File: src/rtl/mux_scan.sv
// mux_scan: N-channel, W-bit registered multiplexer with two modes.
//   mode = 0 : manual select, f follows the channel chosen by sel.
//   mode = 1 : scan, round-robin over all channels, DWELL enabled cycles each.
// All outputs are registered; there is no combinational input-to-output path.
module mux_scan #(
    parameter  int WIDTH    = 1,
    parameter  int CHANNELS = 4,
    parameter  int DWELL    = 4,
    localparam int SEL_W    = (CHANNELS > 2) ? $clog2(CHANNELS) : 1
) (
    input  logic                      clk,
    input  logic                      rst_n,
    input  logic [CHANNELS*WIDTH-1:0] data_in,
    input  logic                      en,
    input  logic                      mode,
    input  logic [SEL_W-1:0]          sel,
    output logic [WIDTH-1:0]          f,
    output logic [SEL_W-1:0]          f_ch,
    output logic                      f_valid,
    output logic                      wrap
);

    // Dwell counter width; a DWELL of 1 still keeps a 1-bit counter that stays at 0.
    localparam int CNT_W = (DWELL > 1) ? $clog2(DWELL) : 1;

    localparam logic [CNT_W-1:0] CNT_LAST = CNT_W'(DWELL - 1);
    localparam logic [SEL_W-1:0] CH_LAST  = SEL_W'(CHANNELS - 1);
    // Channel count one bit wider than sel so the range test never overflows.
    localparam logic [SEL_W:0]   CH_NUM   = (SEL_W + 1)'(CHANNELS);

    // Returns the slice for channel idx; an illegal idx yields zero (never used).
    function automatic logic [WIDTH-1:0] pick_channel(
        input logic [CHANNELS*WIDTH-1:0] d,
        input logic [SEL_W-1:0]          idx
    );
        logic [WIDTH-1:0] res;
        res = '0;
        for (int k = 0; k < CHANNELS; k++) begin
            if (idx == SEL_W'(k)) begin
                res = d[k*WIDTH +: WIDTH];
            end
        end
        return res;
    endfunction

    logic [SEL_W-1:0] ptr_r;
    logic [CNT_W-1:0] cnt_r;

    logic [SEL_W-1:0] ptr_s;
    logic [CNT_W-1:0] cnt_s;
    logic [WIDTH-1:0] f_s;
    logic [SEL_W-1:0] f_ch_s;
    logic             f_valid_s;
    logic             wrap_s;
    logic             sel_ok_s;

    // Manual select is legal only when it names an existing channel.
    always_comb begin
        sel_ok_s = ({1'b0, sel} < CH_NUM);
    end

    // Next-state and next-output selection for manual, scan and stalled cycles.
    always_comb begin
        ptr_s     = ptr_r;
        cnt_s     = cnt_r;
        f_s       = f;
        f_ch_s    = f_ch;
        f_valid_s = 1'b0;
        wrap_s    = 1'b0;
        if (!en) begin
            // Stall: position and sample hold, the stream is marked not fresh.
            ptr_s = ptr_r;
        end else if (!mode) begin
            // Manual: cnt is cleared so a later switch to scan gets a full dwell.
            cnt_s = '0;
            if (sel_ok_s) begin
                f_s       = pick_channel(data_in, sel);
                f_ch_s    = sel;
                ptr_s     = sel;
                f_valid_s = 1'b1;
            end else begin
                ptr_s = ptr_r;
            end
        end else begin
            f_s       = pick_channel(data_in, ptr_r);
            f_ch_s    = ptr_r;
            f_valid_s = 1'b1;
            if (cnt_r == CNT_LAST) begin
                cnt_s = '0;
                if (ptr_r == CH_LAST) begin
                    ptr_s  = '0;
                    wrap_s = 1'b1;
                end else begin
                    ptr_s  = ptr_r + SEL_W'(1);
                    wrap_s = 1'b0;
                end
            end else begin
                cnt_s = cnt_r + CNT_W'(1);
            end
        end
    end

    // State and output registers with synchronous active-low reset.
    always_ff @(posedge clk) begin
        if (!rst_n) begin
            ptr_r   <= '0;
            cnt_r   <= '0;
            f       <= '0;
            f_ch    <= '0;
            f_valid <= 1'b0;
            wrap    <= 1'b0;
        end else begin
            ptr_r   <= ptr_s;
            cnt_r   <= cnt_s;
            f       <= f_s;
            f_ch    <= f_ch_s;
            f_valid <= f_valid_s;
            wrap    <= wrap_s;
        end
    end

endmodule

File: config.mk
export PLATFORM = sky130hd
export DESIGN_NAME = mux_scan
export DESIGN_NICKNAME = d
export VERILOG_FILES = /design/src/rtl/mux_scan.sv
export SDC_FILE = /design/constraint.sdc
export NUM_CORES = 1
export LEC_CHECK = 0
export ABC_AREA = 1
export CAP_MARGIN = 10
export CORE_AREA = 2 2 39 41
export CTS_BUF_LIST = sky130_fd_sc_hd__clkbuf_4
export CTS_CLUSTER_DIAMETER = 50
export DETAILED_ROUTE_END_ITERATION = 6
export DIE_AREA = 0 0 41 43
export GPL_TIMING_DRIVEN = 0
export PLACE_DENSITY = 0.68
export REMOVE_ABC_BUFFERS = 1
export SETUP_SLACK_MARGIN = 0.1
export SLEW_MARGIN = 10
export SYNTH_ARGS = -nofsm -noshare
export SYNTH_HDL_FRONTEND = slang
export SYNTH_SLANG_ARGS = --single-unit
File: constraint.sdc
create_clock -name clk -period 1.5 [get_ports clk]
set_clock_uncertainty 0.2 [all_clocks]
set_input_delay 0.15 -clock clk [delete_from_list [all_inputs] [get_ports clk]]
set_output_delay 0.15 -clock clk [all_outputs]
set_load 0.02 [all_outputs]
==> out/metrics.yaml <==
power_leakage_uw: 0.000351
endpoint_kind: "flip-flop"
finalCritPeriodShare_pct: 88.9
max_freq_mhz: 750
post_cts_resized: 6
synth_fa_ha_area_share_pct: 11.8
grt_pass1_vias: 456
fillers: 130
synthTopCellsByArea: "dfxtp_1 (34%), ha_1 (12%), inv_1 (9.9%)"
gp_congestion: 0.822
crit_type: "reg -> reg"
grt_max_degree: 10
synth_xor_area_share_pct: 1.65
whs_path_depth: 3
drt-initial-drc-count: 11
synth_top_area_share_pct: 34.0
reg2reg_depth: 6
critPathMaxStageDelay_ns: 0.38
portBuffers: 14
synthMuxAreaShare_pct: 0
synth_edf_count: 0
root_buffer: "clkbuf_4"
maxSlewViolCount: 0
synth_top_cell_by_area: "dfxtp_1"
synth_cells: 74
synth-simple-area-share_pct: 20.3
synth_cell_types: 17
holdWs_ns: 0.130
grt_util_all_layers_pct: 14.1
dp_hpwl_um: 813
yosysWarnings: 0
critPathTopFamily: "flip-flops"
syn_area_um2: 529
antenna_found_initial: 0
hold_violations: 0
crit_path_frequent_cell: "nor2_1"
drive_gt1_share_pct: 14.4
period_minus_slack_ns: 1.33
syn2layout_area_growth_pct: 35.9
grt_pass1_wl_um: 1680
overflow: 0
die_area_mm2: 0.00176
r2r_start: "ptr_r[0]$_SDFFE_PN0P_"
crit_fanout: 6
min_from: "mode"
die-width_um: 41
netlist_top_cells_count: "inv_1 (14), nand2_1 (13), dfxtp_1 (9), o21ai_0 (9), nor2_1 (6)"
clk_pin_slew_ns: 0.06
path_cells: "ha_2 > inv_1 > o21ai_1 > a21oi_2 > nor2_1 > nor2_1"
finalWirelength_um: 1040
first_pass_iters: 4
multiInputGateArea_um2: 289
nets: 106
critPathRequiredTime_ns: 1.45
grt.met1_usage_pct: 17.7
wl_per_cell_um: 9.81
fin_util_pct: 52.0
htree_levels: 1
ys_ff_latch: 9
drv_cap: 0
dieHeight_um: 43
use_met3_pct: 1.57
cts_tree: "built"
total_power_uw: 592
status: "finished, final reports clean"
synth-compound-area-share_pct: 17.5
cts_buffer_depth: 2
viasPerCell: 4.85
fin_cells: 106
r2r-end: "f$_SDFFE_PN0P_"
clk-insertion-delay-late_ns: 0.26
async_reset_ff_share_pct: 0
pin_count: 15
synth_area_per_cell_um2: 7.15
synth_top_family_by_area: "simple AND/OR/NAND/NOR gates"
ff2ff_setup_slack_ns: 0.17
tns_ns: 0
drc: 0
vdd_drop_max_mv: 0.285
ant_nets: 0
max-slew-margin-rel_pct: 76.4
post_cts_buffers: 0
ff_latch_area_um2: 185
worst_pin_slew_ns: 0.353
grt_use_met2_pct: 19.4
clock_sinks: 9
start_util_pct: 38.2
num_antenna_cells: 0
crit_arrival_ns: 1.29
cts_hold_buf: 0
crit_path_start_kind: "flip-flop"
cts_buffers: 3
ys_seq_area_share_pct: 34.0
timing.final.setup_violations: 0
power.density_mw_per_mm2: 823
placed_cells: 102
synth.most_common_cell: "inv_1"
synth_ff_type: "dfxtp_1"
min_to: "ptr_r[1]$_SDFFE_PN0P_"
path_buf_inv: 1
core_area_mm2: 0.00138
cp_slowest_cell: "dfxtp_4"
hp-class: "in -> reg"
busiest_layer: "met2"
rows: 14
vias: 514
rsz0062_at_grt: "false"
## cell families (layout without fill, tap and decap cells)
group,Yosys count,count (layout)
fa+ha+maj,5,5
buf+inv,17,33
simple gates,26,26
xor+xnor,1,1
flops,9,9
compound gates,16,16
## state kept, by name (all words and copies together), names as in the netlist
name / cells
ptr_r: 2
f: 1
f_ch: 2
f_valid: 1
cnt_r: 2
wrap: 1
## power breakdown
group          switching, uW  internal [uW]  leakage, uW
registers               10.2            254    0.0000752
logic                   66.1           58.5     0.000258
clock network           83.1            120    0.0000184
total                    159            433     0.000351
## routing by layer
| layer | vias up | wire, um | part of all wire [%] |
|---|---|---|---|
| met2 | 22 | 463 | 45 |
| li1 | 266 | - | - |
| met5 | - | 0 | 0 |
| met1 | 218 | 460 | 44 |
| met4 | 0 | 52 | 5.0 |
| met3 | 8 | 64 | 6.2 |
## placed cells by master (no fill, tap or decap), types with 3 or more instances in the layout
master / count
dfxtp_1: 7
dlygate4sd2_1: 5
o21ai_1: 3
nand2_1: 13
nand3_1: 4
ha_1: 3
nor2_1: 6
clkdlybuf4s50_1: 8
inv_1: 14
clkbuf_4: 4
o21ai_0: 8
## layout make-up
class | instances | share of cell area, %
well taps | 16 | 2.78
inverters | 15 | 8.17
repair buffers | 14 | 19.0
multi-input cells | 48 | 40.2
flip-flops and latches | 9 | 25.7
clock buffers | 4 | 4.17
## through the flow
step	setup WS, ns	area [um2]
3_5_place_dp	-0.152	671
5_1_grt	0.0961	719
2_1_floorplan	0.225	510
4_1_cts	0.126	696
6_report	0.167	719
3_3_place_gp	-0.143	671
## worst max-delay path by stage
stage | start | to | slack [ns] | depth (start not counted)
2_1_floorplan | ptr_r[0]$_SDFFE_PN0P_ | f$_SDFFE_PN0P_ | 0.22 | 6
3_3_place_gp | mode | f_ch[1]$_SDFFE_PN0P_ | -0.14 | 6
3_5_place_dp | mode | f_ch[1]$_SDFFE_PN0P_ | -0.15 | 6
4_1_cts | mode | f_ch[1]$_SDFFE_PN0P_ | 0.13 | 6
5_1_grt | ptr_r[0]$_SDFFE_PN0P_ | f$_SDFFE_PN0P_ | 0.1 | 6
6_report | ptr_r[0]$_SDFFE_PN0P_ | f$_SDFFE_PN0P_ | 0.17 | 6
## tightest hold or removal path, delay by kind of cell
family          cells  cell delay, ns
compound gates      1            0.07
buf+inv             1            0.23
simple gates        1            0.10
No activity file was read; power rests on OpenSTA's default activity.
